===== src/rtl/muldiv_sequencer.sv =====
// Iterative RV32M multiply/divide unit beside execute.
// Radix-2 shift-add multiply, restoring divide, WIDTH iterations.
module muldiv_sequencer #(
  parameter int WIDTH = 32
) (
  input  logic             clk,
  input  logic             resetn,
  input  logic             start,
  input  logic             abort,
  input  logic [2:0]       op,
  input  logic [WIDTH-1:0] operand_a,
  input  logic [WIDTH-1:0] operand_b,
  output logic             stall_out,
  output logic             busy,
  output logic             done,
  output logic [WIDTH-1:0] result
);

  localparam int CW = (WIDTH > 1) ? $clog2(WIDTH) : 1;
  localparam logic [CW-1:0] LAST = CW'(WIDTH - 1);

  typedef enum logic [2:0] {
    S_IDLE,
    S_PREP,
    S_RUN,
    S_FIX,
    S_DONE
  } state_t;

  state_t             r_state;
  logic [2:0]         r_op;
  logic [WIDTH-1:0]   r_a;
  logic [WIDTH-1:0]   r_b;
  logic [2*WIDTH-1:0] r_acc;
  logic [CW-1:0]      r_cnt;
  logic               r_neg;
  logic               r_busy;
  logic               r_done;
  logic [WIDTH-1:0]   r_result;

  logic               w_a_signed;
  logic               w_b_signed;
  logic               w_sa;
  logic               w_sb;
  logic [WIDTH-1:0]   w_mag_a;
  logic [WIDTH-1:0]   w_mag_b;
  logic               w_neg;
  logic               w_div0;
  logic               w_ovf;
  logic               w_fast;
  logic [WIDTH-1:0]   w_fast_res;
  logic [WIDTH-1:0]   w_addend;
  logic [WIDTH:0]     w_sum;
  logic [WIDTH:0]     w_trial;
  logic [WIDTH+1:0]   w_diff;
  logic               w_ok;
  logic [2*WIDTH-1:0] w_prod;
  logic [WIDTH-1:0]   w_quo;
  logic [WIDTH-1:0]   w_rem;
  logic [WIDTH-1:0]   w_fix_res;

  // r_a/r_b hold raw operands after IDLE, magnitudes from PREP on
  assign w_a_signed = r_op[2] ? !r_op[0]
                    : (r_op[1:0] == 2'd1) || (r_op[1:0] == 2'd2);
  assign w_b_signed = r_op[2] ? !r_op[0] : (r_op[1:0] == 2'd1);
  assign w_sa       = w_a_signed & r_a[WIDTH-1];
  assign w_sb       = w_b_signed & r_b[WIDTH-1];
  assign w_mag_a    = w_sa ? -r_a : r_a;
  assign w_mag_b    = w_sb ? -r_b : r_b;
  assign w_neg      = (r_op[2] && r_op[1]) ? w_sa : (w_sa ^ w_sb);

  assign w_div0 = (r_b == '0);
  assign w_ovf  = !r_op[0] && (r_b == '1)
               && (r_a == {1'b1, {(WIDTH-1){1'b0}}});
  assign w_fast = r_op[2] && (w_div0 || w_ovf);
  assign w_fast_res = w_div0 ? (r_op[1] ? r_a : '1)
                             : (r_op[1] ? '0 : r_a);

  assign w_addend = r_b[0] ? r_a : '0;
  assign w_sum    = {1'b0, r_acc[2*WIDTH-1:WIDTH]} + {1'b0, w_addend};

  // Dividend bits shift out of r_a MSB; quotient bits enter at LSB
  assign w_trial = {r_acc[WIDTH-1:0], r_a[WIDTH-1]};
  assign w_diff  = {1'b0, w_trial} - {2'b00, r_b};
  assign w_ok    = !w_diff[WIDTH+1];

  assign w_prod = r_neg ? -r_acc : r_acc;
  assign w_quo  = r_neg ? -r_a : r_a;
  assign w_rem  = r_neg ? -r_acc[WIDTH-1:0] : r_acc[WIDTH-1:0];

  always_comb begin
    w_fix_res = '0;
    unique case (r_op)
      3'd0:             w_fix_res = w_prod[WIDTH-1:0];
      3'd1, 3'd2, 3'd3: w_fix_res = w_prod[2*WIDTH-1:WIDTH];
      3'd4, 3'd5:       w_fix_res = w_quo;
      3'd6, 3'd7:       w_fix_res = w_rem;
      default:          w_fix_res = '0;
    endcase
  end

  always_ff @(posedge clk or negedge resetn) begin
    if (!resetn) begin
      r_state  <= S_IDLE;
      r_op     <= '0;
      r_a      <= '0;
      r_b      <= '0;
      r_acc    <= '0;
      r_cnt    <= '0;
      r_neg    <= 1'b0;
      r_busy   <= 1'b0;
      r_done   <= 1'b0;
      r_result <= '0;
    end else if (abort) begin
      r_state <= S_IDLE;
      r_busy  <= 1'b0;
      r_done  <= 1'b0;
    end else begin
      unique case (r_state)
        S_IDLE: begin
          r_done <= 1'b0;
          if (start) begin
            r_op    <= op;
            r_a     <= operand_a;
            r_b     <= operand_b;
            r_busy  <= 1'b1;
            r_state <= S_PREP;
          end
        end
        S_PREP: begin
          r_acc <= '0;
          r_cnt <= '0;
          r_a   <= w_mag_a;
          r_b   <= w_mag_b;
          r_neg <= w_neg;
          if (w_fast) begin
            r_result <= w_fast_res;
            r_done   <= 1'b1;
            r_state  <= S_DONE;
          end else begin
            r_state <= S_RUN;
          end
        end
        S_RUN: begin
          if (r_op[2]) begin
            r_acc <= {{(WIDTH-1){1'b0}},
                      (w_ok ? w_diff[WIDTH:0] : w_trial)};
            r_a   <= {r_a[WIDTH-2:0], w_ok};
          end else begin
            r_acc <= {w_sum, r_acc[WIDTH-1:1]};
            r_b   <= r_b >> 1;
          end
          r_cnt <= r_cnt + 1'b1;
          if (r_cnt == LAST) r_state <= S_FIX;
        end
        S_FIX: begin
          r_result <= w_fix_res;
          r_done   <= 1'b1;
          r_state  <= S_DONE;
        end
        S_DONE: begin
          r_done  <= 1'b0;
          r_busy  <= 1'b0;
          r_state <= S_IDLE;
        end
        default: begin
          r_busy  <= 1'b0;
          r_done  <= 1'b0;
          r_state <= S_IDLE;
        end
      endcase
    end
  end

  // Combinational on start so execute stalls in the request cycle
  assign stall_out = (start && !abort && (r_state == S_IDLE))
                  || (r_state == S_PREP)
                  || (r_state == S_RUN)
                  || (r_state == S_FIX);
  assign busy   = r_busy;
  assign done   = r_done;
  assign result = r_result;

endmodule


===== config.mk =====
export PLATFORM = sky130hd
export DESIGN_NAME = muldiv_sequencer
export DESIGN_NICKNAME = d
export VERILOG_FILES = /design/src/rtl/muldiv_sequencer.sv
export SDC_FILE = /design/constraint.sdc
export NUM_CORES = 1
export LEC_CHECK = 0
export ABC_AREA = 1
export CAP_MARGIN = 20
export CORE_MARGIN = 2
export CORE_UTILIZATION = 23
export DETAILED_ROUTE_END_ITERATION = 8
export PLACE_DENSITY = 0.39
export SLEW_MARGIN = 10
export SYNTH_ARGS = -nofsm -noshare
export SYNTH_HDL_FRONTEND = slang
export SYNTH_SLANG_ARGS = --single-unit

===== constraint.sdc =====
create_clock -name clk -period 8.4 [get_ports clk]
set_input_delay 2.1 -clock clk [delete_from_list [all_inputs] [get_ports clk]]
set_output_delay 2.1 -clock clk [all_outputs]
set_load 0.1 [all_outputs]

# Yosys cells after proc, flatten, opt, wreduce, memory -nomap -nowiden
# Cells that the tools add are included.
# classes
n_addsub,7
n_eq_ne,26
muxes,36
bitwise_logic,4
n_reduce_logical,33
# op_table
op,n
32-bit 2-to-1 mux,13
32-bit case mux with 3 select lines,2
64-bit 2-to-1 mux,2
32-bit case mux with 4 select lines,1
64-bit case mux with 2 select lines,1
32-bit negator,3
"32-bit == test, second input constant",2
64-bit negator,1
32-bit case mux with 2 select lines,1
33-bit by 32-bit subtractor with 34-bit output,1
32-bit by 32-bit adder with 33-bit output,1
33-bit 2-to-1 mux,1
32-bit logical NOT,1
"2-bit inequality test, second input constant",7
"3-bit by 2-bit == test with 1-bit output, second input constant",4
"3-bit == test, second input constant",4
3-bit 2-to-1 mux,4
3-bit case mux with 4 select lines,1
5-bit case mux with 2 select lines,1
2-bit AND reduction,5
5-bit AND reduction,2
"3-bit inequality test, second input constant",3
1-bit 2-to-1 mux,7
"3-bit by 1-bit == test with 1-bit output, second input constant",2
19 further kinds,36
# word_totals
ff_bits,174
in_bits,71
output_inout_bits,35
word_cells,116

# Depth between registers and ports, before layout
# logic_depth
word_depth,8
ltp_mapped,17
ltp_nobuf,16

# Worst setup path after synthesis
# No wires, ideal clock.
# synth_path
kind,input to output
start,input port abort
end,output port stall_out
arrival_ns,3.230
t_required_ns,6.300
setup_slack_ns,3.070
cell_stages,3
path_buffers,0
cell_sequence,nor2_1 > nand3_1 > nand3_1
# synth_via
elab_chain_len,6
# synth_rtl
element,line_no,rtl
from (decl),9,"input logic abort,"
1-bit logical NOT,176,assign stall_out = (start && !abort && (r_state == S_IDLE))
1-bit logical AND (2 in a row),176,
1-bit logical OR,177,|| (r_state == S_PREP)
1-bit logical OR,178,|| (r_state == S_RUN)
1-bit logical OR,179,|| (r_state == S_FIX);
to (decl),13,"output logic stall_out,"
# Every way passes these cells.

# Final worst setup path
# Same ends and word-level chain as after synthesis.

==> results.cfg <==
[worst_setup_path]
critPathCapture = stall_out
worstSetupPathType = in -> out
r2r-start = r_b[0]$_DFFE_PN0P_
cp_max_fo = 8
worstReg2RegEnd = result[6]$_DFFE_PN0P_
arrival_ns = 4.52
crit_chain = clkdlybuf4s50_1, nor2_1, nand3_1, nand3_1, clkdlybuf4s50_1
r2r_slack_ns = 4.00
cp-startpoint = abort
r2r_cells = 16
required_ns = 6.30
cp_slowest_cell = clkdlybuf4s50_1
worstSetupStartpointType = input port
slowest_delay_ns = 1.15
crit_path_end_kind = primary output

[route]
wl_met1_um = 41500
dr.pass1.iters = 7
dr_wl_met2_um = 40900
num_vias = 21300
ant_nets = 0
route.detailed.wl_per_inst_um = 20.2
drc = 0
top_layer_used = met5
wl_met3_um = 3150
drtIter0Drc = 1743
vias_per_cell = 4.89
wl_um = 88000

[logic_synthesis]
ys_seq_elements = 174
synthTopCellsByArea = dfrtp_1 23%, nand2_1 20%, nand3_1 9.1%
avgSynthCellArea_um2 = 5.73
synth_top_area_share = 0.233
ys_warn_count = 0
synth_largest_area_cell = dfrtp_1
syn_nets = 3404
syn_area_um2 = 18700
yosysSeqAreaShare = 0.233
synth_cell_types = 46
postSynthCellCount = 3256

[clocking]
path_clk_slew_ns = 0.07
cts_buffers = 17
cts_resized = 0
h-tree-depth = 4
clk_latency_ns = 0.51
clock-sinks = 174
cts.root.buffer_cell = clkbuf_16
hold_buffers = 0
cts_tree = done
cts_setup_buffers = 0
cts_buffer_depth = 2

[global_routing]
antenna_found_initial = 1
grt_pass1_wl_um = 133000
grt.overflow.total = 0
grt_max_degree = 92
grtUsageTotal = 0.213
grt_pass1_vias = 20400

[die]
die_x_um = 289
rows = 104
io_pins = 106
start_util = 0.232
coreArea_um2 = 80400
dieHeight_um = 289
dieArea_um2 = 83400

[timing]
drv_slew = 0
worst_slew_pin_slew_ns = 1.01
clock_skew_ns = 0.0261
period_share = 0.788
min_period_ns = 6.62
maxSlewHeadroom = 0.323
rsz0062_at_grt = false
finalHoldViolCount = 0
hold_ws_ns = 0.482
clock.fmax_ghz = 0.151
setup_viol = 0
setup_tns_ns = 0

[pwr]
comb_power_share = 0.665
p_sw_mw = 4.70
seqPwrFrac = 0.229
swShare = 0.607
p_leak_nw = 10.2
p_int_mw = 3.04
p_per_area_nw_per_um2 = 364
p_clk_frac = 0.106
ir_drop_v = 0.000196

[final_layout]
fillers = 9423
fin_nets = 3425
antennaDiodeCount = 0
drive_gt1_frac = 0.0350
area_delta_synth_final_pct = 14.0
final_area_um2 = 21300

[place]
port_buffers = 105
place_hpwl_um = 69100
placed_cell_area_um2 = 20700
gp_congestion = 0.923

[job]
maxCapViolations = 0

[hold_path]
hold_class = reg -> reg

[run_status]
status = finished, final reports clean
-- metal layers --
| metal | up-vias | global-route usage |
|---|---|---|
| li1 | 10700 | - |
| met1 | 9967 | 0.292 |
| met2 | 529 | 0.351 |
| met3 | 87 | 0.0175 |
| met4 | 2 | 0.0686 |
| met5 | - | 0 |
-- kinds of logic after synthesis --
| group | count (synthesis) | share of synthesized area |
|---|---|---|
| flip-flops | 174 | 0.233 |
| XOR/XNOR | 33 | 0.0155 |
| buffers and inverters | 503 | 0.105 |
| AND/OR/NAND/NOR | 1883 | 0.420 |
| adder cells (fa/ha/maj) | 77 | 0.0525 |
| AO/OA/AOI/OAI | 586 | 0.174 |
-- sequential cells by signal (all words and copies together), names as in the netlist --
name and flops:
busy 1, done 1, r_a 32, r_acc 64
r_b 32, r_cnt 5, r_neg 1, r_op 3
r_state 3, result 32
-- power by group through the flow --
stage	Clock, mW	Sequential [mW]	Combinational, mW
after detailed placement	0	1.78	5.11
after global routing	0.870	1.83	5.77
final	0.820	1.78	5.15
after CTS	0.850	1.76	5.13
after floorplan	0	1.64	3.43
after global placement	0	1.78	5.13
-- how the worst min path moves through the flow --
stage                              to                    from  cells after the start
3_3_place_gp    result[2]$_DFFE_PN0P_   result[2]$_DFFE_PN0P_                      2
4_1_cts        result[30]$_DFFE_PN0P_  result[30]$_DFFE_PN0P_                      2
2_1_floorplan    r_cnt[4]$_DFFE_PN0P_    r_cnt[4]$_DFFE_PN0P_                      1
6_report       result[19]$_DFFE_PN0P_  result[19]$_DFFE_PN0P_                      2
5_1_grt         result[0]$_DFFE_PN0P_   result[0]$_DFFE_PN0P_                      2
3_5_place_dp   result[30]$_DFFE_PN0P_  result[30]$_DFFE_PN0P_                      2
-- Yosys cell counts (all sizes together) --
master / count
nand2: 992
nor2: 462
inv: 369
nand3: 342
a21oi: 236
o21ai: 226
dfrtp: 174
clkbuf: 87
ha: 75
buf: 45
nand4: 35
nor3: 26
o22ai: 25
a221oi: 24
nand3b: 20
xnor2: 19
a22oi: 18
xor2: 14
o211ai: 11
a211oi: 9
o21bai: 8
a21o: 7
a31oi: 6
o21a: 5
and2: 4
a21boi: 3
a32o: 2
clkinv: 2
fa: 2
o32ai: 2
or2: 2
o2111ai: 1
o22a: 1
o311ai: 1
o31ai: 1
-- layout by cell type, fill, tap and decap left out, drive strengths merged, types with 9 or more instances in the layout --
| master | n |
|---|---|
| a211oi | 9 |
| a21oi | 236 |
| a221oi | 24 |
| a22oi | 18 |
| buf | 29 |
| clkbuf | 19 |
| clkdlybuf4s50 | 104 |
| dfrtp | 174 |
| ha | 75 |
| inv | 373 |
| nand2 | 992 |
| nand3 | 342 |
| nand3b | 20 |
| nand4 | 35 |
| nor2 | 462 |
| nor3 | 26 |
| o211ai | 11 |
| o21ai | 226 |
| o22ai | 25 |
| xnor2 | 19 |
| xor2 | 14 |
-- stage by stage --
step                      utilization  std cells  setup WS, ns  power [mW]
after detailed placement        0.258       4317          1.79        6.89
after floorplan                     -       3256          3.07        5.07
after global placement          0.258       4317          1.84        6.91
final                           0.264       4348          1.78        7.74
after global routing            0.264       4348          1.69        8.47
after CTS                       0.264       4347          1.79        7.74
-- final cells by class --
class                      count  area [µm²]  area share
clock inverter                12         116     0.00547
tap                         1060        1330      0.0624
clock buffer                  18         429      0.0202
inverter                     371        1390      0.0655
sequential                   174        4360       0.205
timing repair buffer         134        1290      0.0608
multi-input combinational   2579       12400       0.581
-- critical path: cells and delay by family --
family / cells / cell delay [ns]
buffers and inverters: 2 / 1.65
AND/OR/NAND/NOR: 3 / 0.76
No activity file was read; power rests on OpenSTA's default activity.
